## config.mk

```make
export PLATFORM = sky130hd
export DESIGN_NAME = rr_bus_arbiter_16
export DESIGN_NICKNAME = d
export VERILOG_FILES = /design/src/rtl/arb_pkg.sv /design/src/rtl/MUX_4_to_16_16width.sv /design/src/rtl/rr_pick_16.sv /design/src/rtl/rr_bus_arbiter_16.sv
export SDC_FILE = /design/constraint.sdc
export NUM_CORES = 1
export LEC_CHECK = 0
export ABC_AREA = 1
export CAP_MARGIN = 20
export CORE_AREA = 2 2 121 123
export DETAILED_ROUTE_END_ITERATION = 10
export DIE_AREA = 0 0 123 125
export HOLD_SLACK_MARGIN = 0.02
export PLACE_DENSITY_LB_ADDON = 0.05
export SLEW_MARGIN = 40
export SYNTH_ARGS = -nofsm -noshare
export SYNTH_HDL_FRONTEND = slang
export SYNTH_SLANG_ARGS = --single-unit
```

## constraint.sdc

```tcl
create_clock -name clk -period 11.05 [get_ports clk]
set_input_delay 3.315 -clock clk [delete_from_list [all_inputs] [get_ports clk]]
set_output_delay 3.315 -clock clk [all_outputs]
set_load 0.05 [all_outputs]
```

## src/rtl/arb_pkg.sv

```systemverilog
// Shared constants and state type for the 16-source round-robin bus arbiter.
package arb_pkg;
  localparam int N_REQ  = 16;
  localparam int SEL_W  = 4;
  localparam int WORD_W = 16;
  localparam int CNT_W  = 5;

  typedef enum logic {
    IDLE  = 1'b0,
    GRANT = 1'b1
  } arb_state_t;
endpackage

```

## src/rtl/MUX_4_to_16_16width.sv

```systemverilog
// 16:1 word multiplexer: selects one 16-bit word out of a packed 256-bit bus.
module MUX_4_to_16_16width (
  input  logic [3:0]   s,
  input  logic [255:0] data_bus_in,
  output logic [15:0]  data_out
);
  assign data_out = data_bus_in[s*16 +: 16];
endmodule

```

## src/rtl/rr_pick_16.sv

```systemverilog
// Combinational round-robin picker: first set request bit at or after i_ptr, wrapping mod 16.
module rr_pick_16
  import arb_pkg::*;
(
  input  logic [N_REQ-1:0] i_req,
  input  logic [SEL_W-1:0] i_ptr,
  output logic [SEL_W-1:0] o_winner,
  output logic             o_any
);
  logic [N_REQ-1:0] w_rot;
  logic [SEL_W-1:0] w_off;

  // Rotate so that bit 0 of w_rot is the requester at i_ptr; 4-bit index add wraps naturally.
  generate
    for (genvar gi = 0; gi < N_REQ; gi++) begin : g_rot
      assign w_rot[gi] = i_req[i_ptr + SEL_W'(gi)];
    end
  endgenerate

  always_comb begin
    w_off = '0;
    for (int i = N_REQ - 1; i >= 0; i--) begin
      if (w_rot[i]) w_off = SEL_W'(i);
    end
  end

  assign o_winner = i_ptr + w_off;
  assign o_any    = |i_req;
endmodule

```

## src/rtl/rr_bus_arbiter_16.sv

```systemverilog
// Round-robin arbiter/sequencer for the shared 16x16-bit word bus.
// Define ARB_BURST_LIMIT_EN to end each tenure after MAX_BURST transfers.
module rr_bus_arbiter_16
  import arb_pkg::*;
#(
  parameter int MAX_BURST = 4
) (
  input  logic                      clk,
  input  logic                      rst,
  input  logic [N_REQ-1:0]          req,
  input  logic [N_REQ*WORD_W-1:0]   data_bus_in,
  input  logic                      bus_ready,
  output logic [N_REQ-1:0]          grant,
  output logic [SEL_W-1:0]          sel,
  output logic [WORD_W-1:0]         data_out,
  output logic                      bus_valid,
  output logic                      busy
);
`ifdef ARB_BURST_LIMIT_EN
  localparam bit LIMIT_EN = 1'b1;
`else
  localparam bit LIMIT_EN = 1'b0;
`endif

  arb_state_t       r_state, w_state_next;
  logic [SEL_W-1:0] r_owner, w_owner_next;
  logic [SEL_W-1:0] r_ptr,   w_ptr_next;
  logic [CNT_W-1:0] r_cnt,   w_cnt_next;
  logic [N_REQ-1:0] r_grant, w_grant_next;

  logic [SEL_W-1:0] w_winner;
  logic             w_any;
  logic             w_xfer;
  logic             w_limit_hit;
  logic             w_exit;

  rr_pick_16 u_pick (
    .i_req    (req),
    .i_ptr    (r_ptr),
    .o_winner (w_winner),
    .o_any    (w_any)
  );

  MUX_4_to_16_16width u_mux (
    .s           (sel),
    .data_bus_in (data_bus_in),
    .data_out    (data_out)
  );

  always_ff @(posedge clk) begin
    if (rst) begin
      r_state <= IDLE;
      r_owner <= '0;
      r_ptr   <= '0;
      r_cnt   <= '0;
      r_grant <= '0;
    end else begin
      r_state <= w_state_next;
      r_owner <= w_owner_next;
      r_ptr   <= w_ptr_next;
      r_cnt   <= w_cnt_next;
      r_grant <= w_grant_next;
    end
  end

  assign w_xfer      = bus_valid && bus_ready;
  assign w_limit_hit = LIMIT_EN && w_xfer && (r_cnt == CNT_W'(MAX_BURST - 1));
  // Dropping req wins over bus_ready: bus_valid is low, so no transfer can be counted.
  assign w_exit      = !req[r_owner] || w_limit_hit;

  always_comb begin
    w_state_next = r_state;
    w_owner_next = r_owner;
    w_ptr_next   = r_ptr;
    w_cnt_next   = r_cnt;
    w_grant_next = r_grant;
    case (r_state)
      IDLE: begin
        if (w_any) begin
          w_state_next = GRANT;
          w_owner_next = w_winner;
          w_grant_next = N_REQ'(1) << w_winner;
          w_cnt_next   = '0;
        end
      end
      GRANT: begin
        if (w_exit) begin
          w_state_next = IDLE;
          w_grant_next = '0;
          w_ptr_next   = r_owner + SEL_W'(1);
          w_cnt_next   = '0;
        end else if (w_xfer && (r_cnt != '1)) begin
          w_cnt_next = r_cnt + CNT_W'(1);
        end
      end
      default: w_state_next = IDLE;
    endcase
  end

  always_comb begin
    busy      = (r_state == GRANT);
    bus_valid = (r_state == GRANT) && req[r_owner];
  end

  assign grant = r_grant;
  assign sel   = r_owner;
endmodule

```

==> metrics <==
Final ANT Viol Nets=0; Final Max Slew Viols=0; fin crit share=0.8077; core area=0.01420 mm^2; Setup TNS=0 ns; CP max FO=4; DIE HEIGHT=125 um; grt met1 use=0.3640; via-per-instance ratio=5.427; DR vias=6,881; clock sink count=25; non-filler cells, final=between 1,000 and 1,500; worst min path class=reg -> reg; post-cts sizing count=0; f_max=112.0 MHz; HPWL Detailed=18,230 um; initial antenna violation count=3; Cells after DPL=1,261; synthesized cell area=0.004529 mm^2; gr usage total=0.2967; routed len/inst=18.63 um; I/O Buffers=311; Max Clock Skew=between 0.006 and 0.007 ns; Worst EP arrival=5.61 ns; largest net degree at the start of global routing=109; First-pass DRT Iterations=5; Clock power frac=0.042; endpoint type of the worst setup path=output pin; hold_buf cts=0; gr ovfl total=0; Worst slew margin=0.4872; Worst Tran Pin Value=0.7645 ns; vias in the first global route=6,435; initial DRC count=between 500 and 600; clock-pin slew on the worst setup and hold paths=0.06 ns; peak supply drop=around 0.11 mV; RSZ-0062 raised after global routing=false; static leakage=0.002979 uW; power per cell area=243.0 mW/mm^2; num rows=44; Startpoint Class=primary input; Distinct cells, synth=35; outcome=finished, final reports clean; Ys Warns=0; P_sw=between 1000 and 1500 uW; combinational power share=0.858; IO Pins=313; Max Cap Viol=0; share of cells above drive strength 1=0.02868; fin nets=~1,400; Sw Share=0.6167; Seq pwr share=0.099; die area=0.01538 mm^2; Clock Latency Late Sink=0.26 ns; CP required=7.74 ns; routed wire length=about 24,000 um; Yosys reg bits=25; postcts setup bufs=0; CTS Root Cell=clkbuf_16; Clock H-tree levels=1; Die Wd=123 um; Starting Density=0.3189; clock buffer depth=2; CTS tree=yes; Mapped Avg Cell Area=5.483 um^2; Synth-to-Final Area Change=71.10%; GR Layer Usage met2=0.5232; Residual DRC=0; Final Hold Viols=0; CTS buffer count=3; Setup Crit Path Kind=in -> out; final setup vio count=0; cell count after synthesis=between 800 and 900; global-route wire length before repair=35,960 um; Final GP Congestion=0.9042; Final min period=8.925 ns; Seq/Total Area, Yosys=0.1105; syn nets=1,113; post-layout util=0.5456; M3 GR Usage=0.05748; P_int=722.0 uW; GRT busiest layer=met2
[registers in the layout, indices dropped and copies added, names as in the netlist]
signal  count
grant      16
r_ptr       4
sel         4
busy        1
[cell families (layout without fill, tap and decap cells)]
kind of cell / after synthesis / in the layout / synth area share
xor+xnor: 13 / 13 / 0.02680
flops: 25 / 25 / 0.1105
compound gates: 273 / 273 / 0.3613
other cells: 0 / 3 / 0
buf+inv: 102 / 357 / 0.08950
fa+ha+maj: 12 / 12 / 0.03315
simple gates: 401 / 401 / 0.3787
[cell usage after synthesis]
library cell / n / area (um^2)
nor2_1: 153 / 574.3
o21ai_0: 147 / 735.7
nand2_1: 116 / 435.4
nand3_1: 114 / 570.6
o221ai_1: 55 / 481.7
clkbuf_1: 51 / 191.4
a21oi_1: 34 / 170.2
inv_1: 30 / 112.6
dfxtp_1: 25 / 500.5
o211ai_1: 13 / 97.59
ha_1: 12 / 150.1
o22ai_1: 11 / 68.82
buf_2: 9 / 45.04
xor2_1: 9 / 78.83
inv_2: 6 / 22.52
nor4_1: 6 / 37.54
a31oi_1: 4 / 25.02
o21ai_1: 4 / 20.02
nand3_2: 3 / 30.03
xnor2_1: 3 / 26.28
a21o_1: 2 / 15.01
buf_1: 2 / 7.510
clkinv_1: 2 / 7.510
nand2_2: 2 / 12.51
nor2_2: 2 / 12.51
o21a_1: 2 / 15.01
a21boi_1: 1 / 7.510
buf_4: 1 / 7.510
buf_6: 1 / 11.26
nand2_4: 1 / 11.26
nand3b_1: 1 / 7.510
nand4_1: 1 / 6.260
nor2_4: 1 / 11.26
or2_2: 1 / 6.260
xnor2_2: 1 / 16.27
[path summary, 6_finish.rpt]
check             cells after the start   endpoint  startpoint  slack (ns)
setup / recovery                      8  bus_valid      req[6]        2.13
hold / removal                        2   grant[3]    grant[3]        0.46
setup reg to reg                     20   grant[9]    r_ptr[1]        6.63
hold reg to reg                       2   grant[3]    grant[3]        0.46
[cell usage in the layout (no fill, tap or decap), types with 3 or more instances in the layout]
cell type,Yosys,layout
clkbuf_16,0,3
nand3_2,3,3
ha_1,12,12
nor4_1,6,6
o21ai_0,147,147
a31oi_1,4,4
dfxtp_1,25,21
a21oi_1,34,34
inv_1,30,28
o22ai_1,11,11
xor2_1,9,9
o221ai_1,55,55
inv_2,6,6
o21ai_1,4,4
clkdlybuf4s50_1,0,311
nand3_1,114,114
nor2_1,153,153
o211ai_1,13,13
xnor2_1,3,3
nand2_1,116,116
diode_2,0,3
[power by group through the flow]
stage          sequential, uW  clock [uW]  combinational (uW)
4_1_cts                   187        81.1                1610
6_report                  187        80.0                1620
2_1_floorplan             184           0                1110
5_1_grt                   194        85.2                1770
3_5_place_dp              189           0                1600
3_3_place_gp              187           0                1600
[layout make-up]
type                       instances  area (um^2)
sequential                        25        510.5
clock buffer                       4        78.83
multi-input combinational        699         3623
timing repair buffer             315         3151
inverter                          38        148.9
antenna                            3        7.507
fill                            1498         6454
tap                              184        230.2
[critical path: stages]
cell             delay, ns
clkdlybuf4s50_1       0.57
inv_1                 0.06
a21oi_1               0.14
o21ai_0               0.11
nand3_1               0.12
nand3_1               0.17
a21oi_1               0.25
clkdlybuf4s50_1       0.87
[through the flow]
step | hold WS, ns | setup WS [ns] | cell area, um^2 | power (uW)
floorplan | 0.6634 | 3.220 | 4529 | 1292
global placement | 0.4538 | 2.140 | 7649 | 1782
detailed placement | 0.4556 | 2.153 | 7660 | 1792
CTS | 0.4654 | 2.141 | 7739 | 1877
global route | 0.4831 | 2.052 | 7750 | 2049
finish | 0.4632 | 2.125 | 7750 | 1883
[layer usage]
layer,routed length (um),vias to the layer above
met1,9489,3151
met5,0,-
met2,11840,242
met4,723,0
met3,1564,42
li1,-,3446
Note: power is estimated with default switching activity, not from simulation.
